**src/rtl/fw_pkt_nibble_tx.sv**
```systemverilog
// fw_pkt_nibble_tx: serialises an Ethernet / optional 802.1Q / IPv4 / L4 header
// as a 4-bit nibble stream (MS nibble of each field first) with a first-nibble
// strobe, in the format the firewall header parser consumes.
//
// Ports:
//   clk, reset            clock, asynchronous active-high reset
//   start                 send one header (sampled only while idle)
//   Dstmac .. icmp_type_code  header fields, latched on an accepted start
//   d                     nibble stream (0 while valid is low)
//   strobe                high on the first nibble of a header
//   valid                 high while d carries a header nibble
//   busy                  high from accepted start until done
//   done                  one-cycle pulse after the last nibble
module fw_pkt_nibble_tx #(
    parameter logic [7:0]  TTL   = 8'h40,
    parameter logic [15:0] IP_ID = 16'h0000
) (
    input  logic        clk,
    input  logic        reset,
    input  logic        start,
    input  logic [47:0] Dstmac,
    input  logic [47:0] Srcmac,
    input  logic        vlan,
    input  logic [15:0] vlan_tci,
    input  logic [15:0] Ethproto,
    input  logic [15:0] Iplen,
    input  logic [1:0]  fragment_flag,
    input  logic [12:0] fragment_shift,
    input  logic [7:0]  Ipproto,
    input  logic [31:0] srcip4,
    input  logic [31:0] dstip4,
    input  logic [15:0] Srcport,
    input  logic [15:0] Dstport,
    input  logic [15:0] icmp_type_code,
    output logic [3:0]  d,
    output logic        strobe,
    output logic        valid,
    output logic        busy,
    output logic        done
);

    localparam int unsigned VEC_W = 160;
    localparam int unsigned CNT_W = 7;

    typedef enum logic [3:0] {
        IDLE, PREP, DMAC, SMAC, VTPID, VTCI, ETYPE, IPHDR, L4, DONE
    } state_t;

    state_t             state;
    logic [CNT_W-1:0]   cnt;

    // Field registers captured on an accepted start
    logic [47:0] dmac_q, smac_q;
    logic        vlan_q;
    logic [15:0] tci_q, etype_q, iplen_q, sport_q, dport_q, icmp_q, csum_q;
    logic [1:0]  fflag_q;
    logic [12:0] fshift_q;
    logic [7:0]  proto_q;
    logic [31:0] srcip_q, dstip_q;

    logic is_ipv4_c, is_tcpudp_c, is_icmp_c;
    assign is_ipv4_c   = (etype_q == 16'h0800);
    assign is_tcpudp_c = (proto_q == 8'h06) || (proto_q == 8'h11);
    assign is_icmp_c   = (proto_q == 8'h01);

    // IPv4 header checksum: ones-complement sum, two carry folds, invert
    logic [19:0] sum_c;
    logic [16:0] fold1_c;
    logic [15:0] fold2_c, csum_c;
    always_comb begin
        sum_c   = 20'(16'h4500) + 20'(iplen_q) + 20'(IP_ID)
                + 20'({1'b0, fflag_q, fshift_q}) + 20'({TTL, proto_q})
                + 20'(srcip_q[31:16]) + 20'(srcip_q[15:0])
                + 20'(dstip_q[31:16]) + 20'(dstip_q[15:0]);
        fold1_c = 17'(sum_c[15:0]) + 17'(sum_c[19:16]);
        fold2_c = fold1_c[15:0] + 16'(fold1_c[16]);
        csum_c  = ~fold2_c;
    end

    logic [VEC_W-1:0] ip_hdr_c;
    assign ip_hdr_c = {16'h4500, iplen_q, IP_ID, 1'b0, fflag_q, fshift_q,
                       TTL, proto_q, csum_q, srcip_q, dstip_q};

    // Next state / nibble index, and the nibble to present in that slot
    state_t           nxt_state;
    logic [CNT_W-1:0] nxt_cnt;
    logic [VEC_W-1:0] vec_c, shifted_c;
    logic [3:0]       nib_c;
    logic             emit_c;

    always_comb begin
        nxt_state = state;
        nxt_cnt   = cnt + 7'd1;
        case (state)
            IDLE: begin
                nxt_cnt = '0;
                if (start) nxt_state = PREP;
            end
            PREP: begin
                nxt_state = DMAC;
                nxt_cnt   = '0;
            end
            DMAC: if (cnt == 7'd11) begin
                nxt_state = SMAC;
                nxt_cnt   = '0;
            end
            SMAC: if (cnt == 7'd11) begin
                nxt_state = vlan_q ? VTPID : ETYPE;
                nxt_cnt   = '0;
            end
            VTPID: if (cnt == 7'd3) begin
                nxt_state = VTCI;
                nxt_cnt   = '0;
            end
            VTCI: if (cnt == 7'd3) begin
                nxt_state = ETYPE;
                nxt_cnt   = '0;
            end
            ETYPE: if (cnt == 7'd3) begin
                nxt_state = is_ipv4_c ? IPHDR : DONE;
                nxt_cnt   = '0;
            end
            IPHDR: if (cnt == 7'd39) begin
                nxt_state = (is_tcpudp_c || is_icmp_c) ? L4 : DONE;
                nxt_cnt   = '0;
            end
            L4: if (cnt == (is_tcpudp_c ? 7'd7 : 7'd3)) begin
                nxt_state = DONE;
                nxt_cnt   = '0;
            end
            DONE: begin
                nxt_state = IDLE;
                nxt_cnt   = '0;
            end
            default: begin
                nxt_state = IDLE;
                nxt_cnt   = '0;
            end
        endcase

        // Each field is left-aligned so nibble n sits at the top after a 4n shift
        vec_c = '0;
        case (nxt_state)
            DMAC:    vec_c = {dmac_q, 112'd0};
            SMAC:    vec_c = {smac_q, 112'd0};
            VTPID:   vec_c = {16'h8100, 144'd0};
            VTCI:    vec_c = {tci_q, 144'd0};
            ETYPE:   vec_c = {etype_q, 144'd0};
            IPHDR:   vec_c = ip_hdr_c;
            L4:      vec_c = is_tcpudp_c ? {sport_q, dport_q, 128'd0}
                                         : {icmp_q, 144'd0};
            default: vec_c = '0;
        endcase
        shifted_c = vec_c << {nxt_cnt, 2'b00};
        nib_c     = shifted_c[VEC_W-1 -: 4];
        emit_c    = (nxt_state != IDLE) && (nxt_state != PREP) && (nxt_state != DONE);
    end

    // State, field capture, checksum and registered outputs
    always_ff @(posedge clk or posedge reset) begin
        if (reset) begin
            state    <= IDLE;
            cnt      <= '0;
            dmac_q   <= '0;
            smac_q   <= '0;
            vlan_q   <= 1'b0;
            tci_q    <= '0;
            etype_q  <= '0;
            iplen_q  <= '0;
            fflag_q  <= '0;
            fshift_q <= '0;
            proto_q  <= '0;
            srcip_q  <= '0;
            dstip_q  <= '0;
            sport_q  <= '0;
            dport_q  <= '0;
            icmp_q   <= '0;
            csum_q   <= '0;
            d        <= '0;
            strobe   <= 1'b0;
            valid    <= 1'b0;
            busy     <= 1'b0;
            done     <= 1'b0;
        end else begin
            state <= nxt_state;
            cnt   <= nxt_cnt;
            if (state == IDLE && start) begin
                dmac_q   <= Dstmac;
                smac_q   <= Srcmac;
                vlan_q   <= vlan;
                tci_q    <= vlan_tci;
                etype_q  <= Ethproto;
                iplen_q  <= Iplen;
                fflag_q  <= fragment_flag;
                fshift_q <= fragment_shift;
                proto_q  <= Ipproto;
                srcip_q  <= srcip4;
                dstip_q  <= dstip4;
                sport_q  <= Srcport;
                dport_q  <= Dstport;
                icmp_q   <= icmp_type_code;
            end
            if (state == PREP) csum_q <= csum_c;
            d      <= emit_c ? nib_c : 4'd0;
            valid  <= emit_c;
            strobe <= (nxt_state == DMAC) && (nxt_cnt == '0);
            busy   <= (nxt_state != IDLE) && (nxt_state != DONE);
            done   <= (nxt_state == DONE);
        end
    end

endmodule

```
**config.mk**
```make
export PLATFORM = sky130hd
export DESIGN_NAME = fw_pkt_nibble_tx
export DESIGN_NICKNAME = d
export VERILOG_FILES = /design/src/rtl/fw_pkt_nibble_tx.sv
export SDC_FILE = /design/constraint.sdc
export NUM_CORES = 1
export LEC_CHECK = 0
export BUFFER_PORTS_ARGS = -buffer_cell sky130_fd_sc_hd__buf_2
export CORE_MARGIN = 3
export CORE_UTILIZATION = 45
export DETAILED_ROUTE_END_ITERATION = 16
export PLACE_DENSITY = 0.78
export SLEW_MARGIN = 15
export SYNTH_ARGS = -nofsm -noshare
export SYNTH_HDL_FRONTEND = slang
export SYNTH_SLANG_ARGS = --single-unit
export TNS_END_PERCENT = 5
```
**constraint.sdc**
```tcl
create_clock -name clk -period 10.5 [get_ports clk]
set_input_delay 2.1 -clock clk [delete_from_list [all_inputs] [get_ports clk]]
set_output_delay 2.1 -clock clk [all_outputs]
set_load 0.05 [all_outputs]
```
==> summary.md, run 1 <==
| Metric | Value |
|---|---|
| Critical Path RT | 10.91 ns |
| Post-synth EDFFs | 0 |
| Yosys top cell by area | dfrtp_1 |
| # Post-CTS Setup Buffers | 0 |
| Core ar. | slightly below 40000 um2 |
| Final Net Count | 2311 |
| Layout cells sized above 1 | between 30% and 40% |
| Post-synth ARST share | between 90% and 100% |
| Place WS | 1.501 ns |
| DR vias/cell | 5.871 |
| Num CTS Buffers | 36 |
| Routed wire length | roughly 58 mm |
| Yosys top cell area share | around 44% |
| Post_cts resized | 0 |
| Critical path capture point type | register |
| Port bufs | a little under 300 |
| HP Class | register to register |
| Die area | roughly 43000 um2 |
| Root Driver | clkbuf_16 |
| Fin. Hold Viols | 0 |
| RSZ-0062 raised after global routing | no |
| Critical Path Fanout Max | 7 |
| Worst slew margin | a little over a quarter |
| Crit-path leading delay family | adder cells |
| Vias in the first global route | between 10000 and 15000 |
| Slew Viols, Final | 0 |
| Worst setup path class | register to register |
| Net count after synthesis | 2044 |
| Cell Area, Synth | 18070 um2 |
| Clock Sinks | between 300 and 400 |
| Synth Flop Type | dfrtp_1 |
| Status | complete, no violations |
| Via count | around 15000 |
| Post-route ant nets | 0 |
| Min cycle time layout | about 9.1 ns |
| Row cnt | 72 |
| CTS tree | yes |
| Most frequent CP cell | fa_1 |
| First-pass GRT wire length | between 80 and 90 mm |
| Pre-antenna DRT Iters | 6 |
| Sequential area share after synthesis | between 40% and 50% |
| Final TNS setup | 0 ns |
| WP data arrival | roughly 9.5 ns |
| Syn Area/Cell | about 11 um2 |
| Hold_buf cts | 0 |
| Clock transition at path regs | approximately 0.060 ns |
| CP Launch Type | register |
| Flops & latches, synth | between 300 and 400 |
| Skew-Pair Late Insertion Delay | 0.56 ns |
| 1st-iter DRT viols | 1565 |
| CP bufs+invs | 4 |
| Die Span Y | roughly 210 um |
| Largest net degree at the start of global routing | approximately 110 |
| Final worst slack | approximately 1.4 ns |
| Gr ovfl total | 0 |
| Mapped Cells | approximately 1700 |
| Die X | between 200 and 250 um |
| GP Congestion | approximately 0.96 |
| Post-DP HPWL | 44.36 mm |
| Slowest CP cell | or4_1 |
| H-tree lvl count | 2 |
| Initial antenna violation count | 6 |
| Crit share post-route | about 87% |
| WHS | around 0.48 ns |
| I/O pins | 291 |
| Post-route DRC | 0 |
| Fmax achieved | between 100 and 150 MHz |
| Clock skew | 0.02889 ns |
| Worst Max-Slew Pin Slew | ~1.1 ns |
| CP peak stage delay | roughly 0.64 ns |
| GRT Total Usage | a little over a quarter |
| Area Growth Syn to Fin | 17.75% |
| Yosys Warn Count | 0 |
| Initial Util | 46.12% |
| Final setup vio count | 0 |
| Yosys cell types | 80 |
| Synth top area cells | dfrtp_1 (44%), mux2_2 (15%), fa_1 (7.8%) |
| Max-cap violation count | 0 |
| Clk buf depth | 3 |
| Routed wire per std cell | between 20 and 25 um |
## metrics by stage
| stage | util [%] | cells | cell area [um2] |
|---|---|---|---|
| 2_1_floorplan | - | 1655 | 18080 |
| 3_3_place_gp | 51.14 | 2402 | 20040 |
| 3_5_place_dp | 51.14 | 2402 | 20040 |
| 4_1_cts | 54.29 | 2467 | 21270 |
| 5_1_grt | 54.31 | 2470 | 21280 |
| 6_report | 54.31 | 2470 | 21280 |
## per-layer routing
layer	up-vias	global-route usage [%]	routed length (um)
met4	8	10.72	2556
met2	692	42.93	27140
li1	6463	-	-
met3	157	6.694	5198
met5	-	0	43
met1	7181	35.17	23080
## cells by family after synthesis
kind of cell	share of synthesized area, %
compound gates	13.54
xor+xnor	1.648
fa+ha+maj	10.25
buf+inv	5.088
flops	43.61
mux	16.62
simple gates	9.242
## registers in the layout, indices dropped and copies added, names as in the netlist, 2 cells and up
| name | count |
|---|---|
| csum_q | 16 |
| srcip_q | 32 |
| iplen_q | 16 |
| proto_q | 8 |
| dmac_q | 48 |
| fflag_q | 2 |
| tci_q | 16 |
| etype_q | 16 |
| fshift_q | 13 |
| icmp_q | 16 |
| dstip_q | 32 |
| sport_q | 16 |
| cnt | 7 |
| dport_q | 16 |
| d | 4 |
| smac_q | 48 |
| state | 4 |
## cell usage in the layout, fill, tap and decap left out, types with 7 or more instances in the layout
cell	count
buf_2	290
xnor2_1	23
clkbuf_8	8
a22oi_1	15
dfrtp_1	315
a21o_1	10
nor2b_1	7
nor3_1	14
a222oi_1	7
or3_1	10
a311oi_1	8
fa_1	70
o21a_1	8
nand3_1	37
and2_1	10
mux2i_1	32
o211ai_1	17
a32oi_1	12
xor2_1	11
mux2_2	237
nand2_1	132
a21oi_1	37
nor4_1	7
o31ai_1	10
a22o_1	22
and3_1	7
a31oi_1	13
clkbuf_16	36
a221oi_1	22
a211oi_1	9
ha_1	36
o21ai_0	105
nand4_1	19
buf_4	24
inv_1	151
nor2_1	54
## cells in the mapped netlist, drive strengths merged, types with 24 or more instances
library cell	number
a21oi	37
nand3	37
inv	154
mux2	238
nor2	55
buf	24
mux2i	32
nand2	134
dfrtp	315
clkbuf	61
ha	36
fa	70
o21ai	106
## worst min-delay path: cells and delay by family, from the launching register on
family	cells	cell delay, ns
AOI/OAI and AO/OA	1	0.06
DFF	1	0.34
and+or+nand+nor	1	0.05
## cell type report
cell class	count	area, um2
antenna	3	7.507
clock buffer	50	1033
clock inverter	15	198.9
fill	3405	17910
inverter	155	585.6
multi-input combinational	1100	9294
sequential	315	7883
tap	518	648.1
timing repair buffer	314	1632
## worst paths after layout
kind                                         from                endpoint  slack, ns  depth (start not counted)
hold / removal              csum_q[1]$_DFFE_PP0P_   csum_q[1]$_DFFE_PP0P_       0.48                          2
hold reg to reg             csum_q[1]$_DFFE_PP0P_   csum_q[1]$_DFFE_PP0P_       0.48                          2
min in group asynchronous                   reset   tci_q[11]$_DFFE_PP0P_       1.71                          2
setup reg to reg           iplen_q[3]$_DFFE_PP0P_  csum_q[15]$_DFFE_PP0P_       1.41                         33
setup / recovery           iplen_q[3]$_DFFE_PP0P_  csum_q[15]$_DFFE_PP0P_       1.41                         33
max in group asynchronous                   reset  dstip_q[4]$_DFFE_PP0P_       6.70                          4
Power of run 1 is left out: the tool's default activity adds up to more than one toggle a clock period on the data nets, which glitch-free logic cannot reach.
==> inputs of run 2 (changes only) <==
- ABC_AREA: unset -> 1
==> summary.md, run 2 <==
| Metric | Value |
|---|---|
| Area Growth Syn to Fin | 16.33% (was 17.75%) |
| Pre-antenna DRT Iters | 5 (was 6) |
| Crit share post-route | 82.20% (was 86.57%) |
| Die area | 43810 um2 (was 42610 um2) |
| CP peak stage delay | 0.55 ns (was 0.64 ns) |
| Met1 Track Usage GR | 37.13% (was 35.17%) |
| Synth cell count leaders | nand2_1 (982), dfrtp_1 (315), inv_1 (282), o21ai_0 (192), nor2_1 (171) (was dfrtp_1 (315), mux2_2 (237), inv_1 (152), nand2_1 (133), o21ai_0 (105)) |
| Routed wire length | 63.38 mm (was 58.01 mm) |
| Max-cap violation count | 0 (unchanged) |
| GRT Max-Usage Layer | met2 (unchanged) |
| Cell Area, Synth | 18600 um2 (was 18070 um2) |
| Largest net degree at the start of global routing | 193 (was 105) |
| Worst setup path class | register to register (unchanged) |
| Gr ovfl total | 0 (unchanged) |
| Status | complete, no violations (unchanged) |
| Initial Util | 46.18% (was 46.12%) |
| Slew Viols, Final | 0 (unchanged) |
| Yosys cell types | 52 (was 80) |
| Clock Sinks | 315 (unchanged) |
| Placed insts | 3217 (was 2402) |
| Slowest CP cell | fa_1 (was or4_1) |
| Layout cells sized above 1 | 15.57% (was 32.43%) |
| Die Span Y | 209.3 um (was 206.4 um) |
| Worst slew margin | 27.40% (was 26.61%) |
| H-tree lvl count | 2 (unchanged) |
| I/O pins | 291 (unchanged) |
| Initial antenna violation count | 3 (was 6) |
| Routed wire per std cell | 19.31 um (was 23.49 um) |
| Synth top area cells | dfrtp_1 (42%), nand2_1 (20%), fa_1 (7.5%) (was dfrtp_1 (44%), mux2_2 (15%), fa_1 (7.8%)) |
| Skew-Pair Late Insertion Delay | 0.56 ns (about the same) |
| Via count | 17413 (was 14501) |
| Non-filler cells in the finished layout | 3282 (was 2470) |
| CTS tree | yes (unchanged) |
| Fillcell total | 3832 (was 3405) |
| WP data arrival | 9.07 ns (was 9.50 ns) |
| Most common cell in the netlist | nand2_1 (was dfrtp_1) |
| Post-route ant nets | 0 (unchanged) |
| Most frequent cells in the layout | nand2_1 (981), dfrtp_1 (315), buf_2 (290) (was dfrtp_1 (315), buf_2 (290), mux2_2 (237)) |
| Met2 usage | 46.20% (was 42.93%) |
| Sequential area share after synthesis | 42.38% (was 43.61%) |
| Final TNS setup | 0 ns (unchanged) |
| Row cnt | 73 (was 72) |
| Num CTS Buffers | 38 (was 36) |
| Syn Area/Cell | 7.470 um2 (was 10.92 um2) |
| Critical Path RT | 10.93 ns (was 10.91 ns) |
| HP Class | register to register (unchanged) |
| Clock transition at path regs | 0.06 ns (about the same) |
| Yosys Warn Count | 0 (unchanged) |
| GRT Total Usage | 28.63% (was 26.85%) |
| Post-synth EDFFs | 0 (unchanged) |
| Synth Flop Type | dfrtp_1 (unchanged) |
| Most common cell after layout, fill and taps aside | nand2_1 (was dfrtp_1) |
| Post-route DRC | 0 (unchanged) |
| CP Launch Type | register (unchanged) |
| Hold_buf cts | 0 (unchanged) |
| Fmax achieved | 115.9 MHz (was 110.0 MHz) |
| Final Net Count | 3121 (was 2311) |
| GP Congestion | 0.9980 (was 0.9572) |
| Net count after synthesis | 2879 (was 2044) |
| GR Util met3 | 5.336% (was 6.694%) |
| # Post-CTS Setup Buffers | 0 (unchanged) |
| Clock skew | 0.01855 ns (was 0.02889 ns) |
| Most frequent CP cell | nand2_1 (was fa_1) |
| Mapped Cells | 2490 (was 1655) |
| Critical path capture point type | register (unchanged) |
| Min cycle time layout | 8.631 ns (was 9.090 ns) |
| Post-synth ARST share | 100.0% (unchanged) |
| 1st-iter DRT viols | 1964 (was 1565) |
| RSZ-0062 raised after global routing | no (unchanged) |
| Critical Path Fanout Max | 5 (was 7) |
| Root Driver | clkbuf_16 (unchanged) |
| Flops & latches, synth | 315 (unchanged) |
| Final setup vio count | 0 (unchanged) |
| Die X | 209.3 um (was 206.4 um) |
| Core ar. | 40280 um2 (was 39190 um2) |
| Clk buf depth | 3 (unchanged) |
| DR vias/cell | 5.306 (was 5.871) |
| Post-DP HPWL | 47.84 mm (was 44.36 mm) |
| First-pass GRT wire length | 97.75 mm (was 86.11 mm) |
| Final core utilization | 53.72% (was 54.31%) |
| Vias in the first global route | 17490 (was 14617) |
| Port bufs | 290 (unchanged) |
| Yosys top cell area share | 42.38% (was 43.61%) |
| Worst Max-Slew Pin Slew | 1.089 ns (was 1.101 ns) |
| Fin. Hold Viols | 0 (unchanged) |
| Yosys top cell by area | dfrtp_1 (unchanged) |
| Largest registers | dmac_q x48, smac_q x48 (unchanged) |
| WHS | 0.4702 ns (was 0.4836 ns) |
| Post_cts resized | 0 (unchanged) |
run 2: cell type report:
class                   instances  area (um2)  share of cell area, %
inverters                     299        1131                  5.228
clock buffers                  54        1122                  5.187
diodes                          1       2.502                0.01157
multi-input cells            1773        9173                  42.39
repair buffers                305        1589                  7.344
flip-flops and latches        315        7883                  36.43
clock inverters                10       80.08                 0.3701
well taps                     525       656.9                  3.036
run 2: logic make-up after synthesis:
logic type      Yosys count  synth area share, %
xor+xnor                 15               0.8880
buf+inv                 402                8.402
simple gates           1344                29.41
flops                   315                42.38
compound gates          308                8.967
fa+ha+maj               106                9.956
run 2: worst paths after layout:
kind	cells past startpoint	slack (ns)	startpoint	to
min reg2reg	2	0.47	dmac_q[11]$_DFFE_PP0P_	dmac_q[11]$_DFFE_PP0P_
max in group asynchronous	4	7.14	reset	srcip_q[31]$_DFFE_PP0P_
max reg2reg	47	1.87	proto_q[4]$_DFFE_PP0P_	csum_q[14]$_DFFE_PP0P_
min	2	0.47	dmac_q[11]$_DFFE_PP0P_	dmac_q[11]$_DFFE_PP0P_
min in group asynchronous	3	1.79	reset	sport_q[1]$_DFFE_PP0P_
max	47	1.87	proto_q[4]$_DFFE_PP0P_	csum_q[14]$_DFFE_PP0P_
run 2: routing by layer:
metal / wire length [um] / vias to the layer above
met5: 26 / -
met4: 3475 / 4
met3: 4777 / 166
met2: 29750 / 734
met1: 25350 / 8324
li1: - / 8185
run 2: worst max-delay path, delay by kind of cell (launching register included):
family,cells,cell delay (ns)
buffers and inverters,7,0.58
adder cells (fa/ha/maj),7,3.16
flip-flops,1,0.40
AND/OR/NAND/NOR,25,2.92
AO/OA/AOI/OAI,7,1.30
XOR/XNOR,1,0.14
run 2: stage by stage:
step	setup WS (ns)	cell area, um2
finish	1.869	21640
global route	1.192	21630
CTS	1.989	21630
detailed placement	2.077	20430
global placement	2.329	20430
floorplan	2.926	18600
Power of run 2 is left out for the same reason.
